## config.mk

```make
export PLATFORM = sky130hd
export DESIGN_NAME = mc_ctrl
export DESIGN_NICKNAME = d
export VERILOG_FILES = /design/src/rtl/mc_defs.sv /design/src/rtl/mc_decode.sv /design/src/rtl/mc_ctrl.sv
export SDC_FILE = /design/constraint.sdc
export NUM_CORES = 1
export LEC_CHECK = 0
export CORE_MARGIN = 5
export CORE_UTILIZATION = 31
export DETAILED_ROUTE_END_ITERATION = 16
export GPL_ROUTABILITY_DRIVEN = 0
export GPL_TIMING_DRIVEN = 0
export PLACE_DENSITY = 0.95
export SETUP_SLACK_MARGIN = 0.1
export SLEW_MARGIN = 30
export SYNTH_ARGS = -nofsm -noshare
export SYNTH_HDL_FRONTEND = slang
export SYNTH_HIERARCHICAL = 1
export SYNTH_SLANG_ARGS = --single-unit
```

## constraint.sdc

```tcl
create_clock -name clk -period 2.3 [get_ports clk]
set_input_delay 0.46 -clock clk [delete_from_list [all_inputs] [get_ports clk]]
set_output_delay 0.46 -clock clk [all_outputs]
set_load 0.005 [all_outputs]
```

## src/rtl/mc_defs.sv

```systemverilog
// Shared encodings for the multicycle controller: opcodes, state codes, control-field codes
// and the payload structs passed between the decoder and the FSM.
package mc_defs;

  localparam int unsigned CODE_W = 32;
  localparam int unsigned OP_W   = 6;
  localparam int unsigned FN_W   = 6;
  localparam int unsigned ST_W   = 3;
  localparam int unsigned ALU_W  = 3;
  localparam int unsigned SEL_W  = 2;

  localparam logic [OP_W-1:0] OP_RTYPE = 6'b000000;
  localparam logic [OP_W-1:0] OP_ORI   = 6'b001101;
  localparam logic [OP_W-1:0] OP_LUI   = 6'b001111;
  localparam logic [OP_W-1:0] OP_LW    = 6'b100011;
  localparam logic [OP_W-1:0] OP_SW    = 6'b101011;
  localparam logic [OP_W-1:0] OP_BEQ   = 6'b000100;
  localparam logic [OP_W-1:0] OP_J     = 6'b000010;
  localparam logic [OP_W-1:0] OP_JAL   = 6'b000011;

  localparam logic [FN_W-1:0] FN_ADDU = 6'b100001;
  localparam logic [FN_W-1:0] FN_SUBU = 6'b100011;
  localparam logic [FN_W-1:0] FN_JR   = 6'b001000;

  typedef enum logic [ST_W-1:0] {
    ST_FETCH  = 3'd0,
    ST_DECODE = 3'd1,
    ST_EXEC   = 3'd2,
    ST_MEM    = 3'd3,
    ST_WB     = 3'd4
  } state_e;

  localparam logic [ALU_W-1:0] ALU_ADD = 3'd0;
  localparam logic [ALU_W-1:0] ALU_SUB = 3'd1;
  localparam logic [ALU_W-1:0] ALU_OR  = 3'd2;
  localparam logic [ALU_W-1:0] ALU_LUI = 3'd3;

  localparam logic [SEL_W-1:0] DST_RT  = 2'd0;
  localparam logic [SEL_W-1:0] DST_RD  = 2'd1;
  localparam logic [SEL_W-1:0] DST_R31 = 2'd2;

  localparam logic [SEL_W-1:0] M2R_ALU  = 2'd0;
  localparam logic [SEL_W-1:0] M2R_MEM  = 2'd1;
  localparam logic [SEL_W-1:0] M2R_LINK = 2'd2;

  // One-hot instruction class; nop covers every unrecognised encoding.
  typedef struct packed {
    logic addu;
    logic subu;
    logic jr;
    logic ori;
    logic lui;
    logic lw;
    logic sw;
    logic beq;
    logic j;
    logic jal;
    logic nop;
  } iclass_t;

  typedef struct packed {
    logic [ALU_W-1:0] alu_op;
    logic             alu_src;
    logic             ext_op;
  } alu_ctl_t;

  typedef struct packed {
    logic             ir_wr;
    logic             pc_wr;
    logic             npc_sel;
    logic             jsome;
    logic             jr;
    logic             reg_wr;
    logic [SEL_W-1:0] reg_dst;
    alu_ctl_t         alu;
    logic             mem_wr;
    logic [SEL_W-1:0] mem_to_reg;
  } ctl_t;

  // ALU settings per class; shared by EXEC and WB so WB holds the EXEC values.
  function automatic alu_ctl_t alu_ctl(input iclass_t ic);
    alu_ctl_t a;
    a = '0;
    if (ic.subu || ic.beq) begin
      a.alu_op = ALU_SUB;
    end else if (ic.ori) begin
      a.alu_op  = ALU_OR;
      a.alu_src = 1'b1;
    end else if (ic.lui) begin
      a.alu_op  = ALU_LUI;
      a.alu_src = 1'b1;
    end else if (ic.lw || ic.sw) begin
      a.alu_op  = ALU_ADD;
      a.alu_src = 1'b1;
      a.ext_op  = 1'b1;
    end
    return a;
  endfunction

endpackage

```

## src/rtl/mc_decode.sv

```systemverilog
// Combinational instruction classifier: opcode/funct fields to one-hot class flags.
module mc_decode
  import mc_defs::*;
(
  input  logic [CODE_W-1:0] code,
  output iclass_t           ic
);

  logic [OP_W-1:0] op;
  logic [FN_W-1:0] fn;
  logic            rtype;
  logic            code_unused;

  assign op          = code[31:26];
  assign fn          = code[5:0];
  assign rtype       = (op == OP_RTYPE);
  assign code_unused = ^code[25:6];

  always_comb begin
    ic      = '0;
    ic.addu = rtype && (fn == FN_ADDU);
    ic.subu = rtype && (fn == FN_SUBU);
    ic.jr   = rtype && (fn == FN_JR);
    ic.ori  = (op == OP_ORI);
    ic.lui  = (op == OP_LUI);
    ic.lw   = (op == OP_LW);
    ic.sw   = (op == OP_SW);
    ic.beq  = (op == OP_BEQ);
    ic.j    = (op == OP_J);
    ic.jal  = (op == OP_JAL);
    ic.nop  = !(ic.addu || ic.subu || ic.jr || ic.ori || ic.lui ||
                ic.lw || ic.sw || ic.beq || ic.j || ic.jal);
  end

endmodule

```

## src/rtl/mc_ctrl.sv

```systemverilog
// Multicycle CPU control FSM (FETCH/DECODE/EXEC/MEM/WB). The state register is the only
// storage; controls decode from state and code and are forced low while reset is held.
module mc_ctrl
  import mc_defs::*;
(
  input  logic              clk,
  input  logic              reset,
  input  logic [CODE_W-1:0] code,
  input  logic              zero,
  output logic              ir_wr,
  output logic              pc_wr,
  output logic              npc_sel,
  output logic              jsome,
  output logic              jr,
  output logic              reg_wr,
  output logic [SEL_W-1:0]  reg_dst,
  output logic              alu_src,
  output logic [ALU_W-1:0]  alu_op,
  output logic              ext_op,
  output logic              mem_wr,
  output logic [SEL_W-1:0]  mem_to_reg,
  output logic [ST_W-1:0]   state
);

  state_e  state_q;
  state_e  state_d;
  iclass_t ic;
  ctl_t    ctl;

  mc_decode u_decode (
    .code (code),
    .ic   (ic)
  );

  always_ff @(posedge clk or negedge reset) begin
    if (!reset) state_q <= ST_FETCH;
    else        state_q <= state_d;
  end

  // Next state and per-state controls; reset gating kills any in-flight write pulse at once.
  always_comb begin
    state_d = ST_FETCH;
    ctl     = '0;
    case (state_q)
      ST_FETCH: begin
        ctl.ir_wr = 1'b1;
        ctl.pc_wr = 1'b1;
        state_d   = ST_DECODE;
      end
      ST_DECODE: begin
        if (ic.j || ic.jal) begin
          ctl.pc_wr = 1'b1;
          ctl.jsome = 1'b1;
        end
        if (ic.jal) begin
          ctl.reg_wr     = 1'b1;
          ctl.reg_dst    = DST_R31;
          ctl.mem_to_reg = M2R_LINK;
        end
        if (ic.jr) begin
          ctl.pc_wr = 1'b1;
          ctl.jr    = 1'b1;
        end
        if (ic.nop || ic.j || ic.jal || ic.jr) state_d = ST_FETCH;
        else                                   state_d = ST_EXEC;
      end
      ST_EXEC: begin
        ctl.alu = alu_ctl(ic);
        if (ic.beq) begin
          ctl.npc_sel = 1'b1;
          ctl.pc_wr   = zero;
        end
        if (ic.lw || ic.sw)                              state_d = ST_MEM;
        else if (ic.addu || ic.subu || ic.ori || ic.lui) state_d = ST_WB;
        else                                             state_d = ST_FETCH;
      end
      ST_MEM: begin
        ctl.mem_wr = ic.sw;
        state_d    = ic.lw ? ST_WB : ST_FETCH;
      end
      ST_WB: begin
        ctl.alu        = alu_ctl(ic);
        ctl.reg_wr     = 1'b1;
        ctl.reg_dst    = (ic.addu || ic.subu) ? DST_RD : DST_RT;
        ctl.mem_to_reg = ic.lw ? M2R_MEM : M2R_ALU;
        state_d        = ST_FETCH;
      end
      default: state_d = ST_FETCH;
    endcase
    if (!reset) ctl = '0;
  end

  assign ir_wr      = ctl.ir_wr;
  assign pc_wr      = ctl.pc_wr;
  assign npc_sel    = ctl.npc_sel;
  assign jsome      = ctl.jsome;
  assign jr         = ctl.jr;
  assign reg_wr     = ctl.reg_wr;
  assign reg_dst    = ctl.reg_dst;
  assign alu_src    = ctl.alu.alu_src;
  assign alu_op     = ctl.alu.alu_op;
  assign ext_op     = ctl.alu.ext_op;
  assign mem_wr     = ctl.mem_wr;
  assign mem_to_reg = ctl.mem_to_reg;
  assign state      = ST_W'(state_q);

endmodule

```

==> metrics.md, run 1 <==
| Metric | Value |
|---|---|
| Number of endpoints failing setup at the final stage | `0` |
| Final std cells w/o fill | `161` |
| Clock H-tree levels | `1` |
| Max-slew violation count | `0` |
| Post-synthesis mux area share | `1.814%` |
| Utilization after layout | `67.62%` |
| Xor and xnor fraction of the mapped netlist area | `1.587%` |
| Relative area change from synthesis to final layout | `109.3%` |
| Starting Density | `32.31%` |
| Final period utilization | `97.86%` |
| Fraction of the mapped netlist area in adder cells | `0%` |
| Fraction of final layout cells sized beyond drive strength 1 | `55.15%` |
| Clock tree from TritonCTS | `built` |
| Number of endpoints with negative hold slack in the final report | `0` |
| Type of destination of the critical path | `primary output` |
| Number of global-route vias before repair | `834` |
| Dominant combinational cell family by area after synthesis | `simple AND/OR/NAND/NOR gates` |
| Main area contributors after synthesis | `sky130_fd_sc_hd__dfrtp_1, sky130_fd_sc_hd__nor2_1, sky130_fd_sc_hd__a21oi_1, sky130_fd_sc_hd__buf_4, sky130_fd_sc_hd__nand2_1` |
| Total placed instance area | `893.4 um^2` |
| Total placed cells including tap cells | `140` |
| Fmax achieved | `0.4443 GHz` |
| Clk Tree Root Cell | `sky130_fd_sc_hd__clkbuf_4` |
| Filler cell count | `139` |
| Compound-Gate Fraction of Synth Area | `15.65%` |
| Count of state elements after synthesis | `3` |
| Routed vias | `865` |
| Portion of synthesized cell area occupied by the leading cell type | `13.61%` |
| Detailed Routing Iterations Pass 1 | `4` |
| Shortest period the worst path allows | `2251 ps` |
| First-iteration detailed-routing DRC count | `17` |
| Dominant register cell in the synthesized netlist | `sky130_fd_sc_hd__dfrtp_1` |
| Flip-flop count of the largest register, all copies and words added | `3` |
| Placed wire-length estimate after detailed placement | `1444 um` |
| Total power divided by cell area | `364.5 nW/um^2` |
| Post-place setup slack | `-785.1 ps` |
| Worst setup slack after layout | `49.13 ps` |
| Gr usage total | `16.41%` |
| Mean Syn Cell Area | `6.569 um^2` |
| Port Buffers | `31` |
| Async set or reset register ratio after synthesis | `100.0%` |
| Maximum buffer depth of the clock tree | `2` |
| Number of flops mapped to enable cells by yosys | `0` |
| Critical path arrival | `1790 ps` |
| Leak | `0.5597 nW` |
| Final TNS setup | `0 ps` |
| Post-synthesis simple-gate area fraction | `58.73%` |
| Number of diodes | `0` |
| Num CTS Buffers | `3` |
| Sinks on Clock Net | `3` |
| Insertion delay to the later sink of the worst-skew pair | `240 ps` |
| Die Outline Area | `2724 um^2` |
| Average routed wire per standard cell | `14.99 um` |
| Via-per-instance ratio | `5.373` |
| Synth Instances | `84` |
| Share of synthesized area occupied by flip-flops and latches | `13.61%` |
| Unrepaired setup endpoints after global routing | `true` |
| Area of the multi-input gates | `566.8 um^2` |
| DRC violation count after routing | `0` |
| Syn Std Cell Area | `551.8 um^2` |
| Dominant cell by count in the synthesized netlist | `sky130_fd_sc_hd__nor2_1` |
| # nets final | `172` |
| Die Ht | `52.19 um` |
| Required arrival time at the worst endpoint | `1840 ps` |
| Floorplan Core Area | `1708 um^2` |
| Path type of the worst setup path | `in -> out` |
| Pin count of the biggest net entering global routing | `11` |
| Total wire length | `2414 um` |
| Final design area excluding fillers | `1155 um^2` |
| Worst Skew | `2.816 ps` |
| Sequential cell area | `77.57 um^2` |
| Total of hold buffers inserted after clock tree synthesis | `0` |
| Remaining number of nets flagged by the antenna check after routing | `0` |
| Yosys warnings | `6` |
| Type of the tightest min-delay check | `in -> async` |
| Total congestion overflow | `0` |
| Number of max-cap violations | `0` |
| Most used standard cells in the synthesized netlist | `sky130_fd_sc_hd__nor2_1, sky130_fd_sc_hd__a21oi_1, sky130_fd_sc_hd__nand2_1` |
| Total nets after synthesis | `119` |
| Width of the die | `52.19 um` |
| Global-route wire length before repair | `3456 um` |
| CTS clock-pin slew for the worst setup and hold paths | `40 ps` |
| Cell type with the largest total area after synthesis | `sky130_fd_sc_hd__dfrtp_1` |
| Nature of the critical path startpoint | `input port` |
| Run status | `complete, no violations` |
| Top-level port count | `54` |
| Maximum resistive drop on vdd | `0.0001491 V` |
| Unique masters post-synth | `34` |
| Initial antenna violation count | `0` |
| Critical Path Fanout Max | `6` |
| Site row count | `15` |
-- cells by family after synthesis --
| logic type | Yosys count |
|---|---|
| simple gates | 58 |
| compound gates | 12 |
| buf+inv | 8 |
| flops | 3 |
| xor+xnor | 1 |
| mux | 1 |
| other cells | 1 |
-- report_power, final --
part	switching (W)	internal [W]
Sequential	0.0000198	0.0000656
Combinational	0.000116	0.000122
Clock	0.0000326	0.0000654
Total	0.000168	0.000253
-- critical path: stages --
cell and delay (ps):
sky130_fd_sc_hd__buf_6 110, sky130_fd_sc_hd__nor2_2 130, sky130_fd_sc_hd__nand4_1 190, sky130_fd_sc_hd__nor2_2 190, sky130_fd_sc_hd__and4_1 210, sky130_fd_sc_hd__clkdlybuf4s50_1 500
-- path summary, 6_finish.rpt --
kind / end / slack (ps) / cells after the start / startpoint
worst max register to register: state[2]$_DFF_PN0_ / 1050 / 4 / state[0]$_DFF_PN0_
worst max-delay path: mem_to_reg[0] / 50 / 6 / code[28]
min in group clk: state[1]$_DFF_PN0_ / 570 / 2 / state[2]$_DFF_PN0_
worst min register to register: state[1]$_DFF_PN0_ / 570 / 2 / state[2]$_DFF_PN0_
worst min-delay path: state[2]$_DFF_PN0_ / 150 / 1 / reset
max in group asynchronous: state[0]$_DFF_PN0_ / 1950 / 1 / reset
-- through the flow --
| stage | hold slack (ps) | power [W] |
|---|---|---|
| global placement | 568.1 | 0.0002593 |
| floorplan | 164.4 | 0.0001728 |
| detailed placement | 577.0 | 0.0002663 |
| finish | 151.9 | 0.0004210 |
| CTS | 147.5 | 0.0003939 |
| global route | 155.5 | 0.0004509 |
-- layout make-up --
type / count / area share, %
Clock buffer: 4 / 2.275
Inverter: 2 / 0.6501
Buffer: 6 / 4.225
Timing Repair Buffer: 48 / 34.34
Tap cell: 25 / 2.709
Sequential cell: 3 / 6.717
Multi-Input combinational cell: 73 / 49.08
-- layout by cell type (no fill, tap or decap), drive strengths merged, types with 3 or more instances in the layout --
master,Yosys,routed
clkdlybuf4s50,0,7
nor3b,4,4
nor2b,3,3
clkbuf,2,7
nor3,3,3
and3,3,3
dlygate4sd2,0,5
nor2,20,20
a21oi,6,6
nand3,4,4
nand2,6,6
buf,4,35
dfrtp,3,3
-- metal layers --
metal  up-vias  part of all wire (%)  GRT usage [%]
li1        409                     -              -
met3        10                   6.1          2.279
met1       396                    39          16.49
met5         -                     0              0
met4         0                   3.6          8.511
met2        50                    51          32.01
-- what timing repair did --
action / CTS / global route
resized for setup: 101 / 25
setup endpoints to repair: 15 / 13
pin swaps: 21 / 16
buffers inserted: 15 / 2
Note: power is estimated with default switching activity, not from simulation.
==> inputs of run 2 (changes only) <==
CAP_MARGIN = 20   (was default)
CTS_CLUSTER_DIAMETER = 80   (was default)
==> results of run 2 <==
Same layout as run 1: the final DEF is identical, and so are final timing and power.
==> inputs of run 3 (changes only) <==
GPL_ROUTABILITY_DRIVEN = default   (was 0)
HOLD_SLACK_MARGIN = 0.12   (was default)
==> results of run 3 <==
Same layout as run 1: the final DEF is identical, and so are final timing and power.
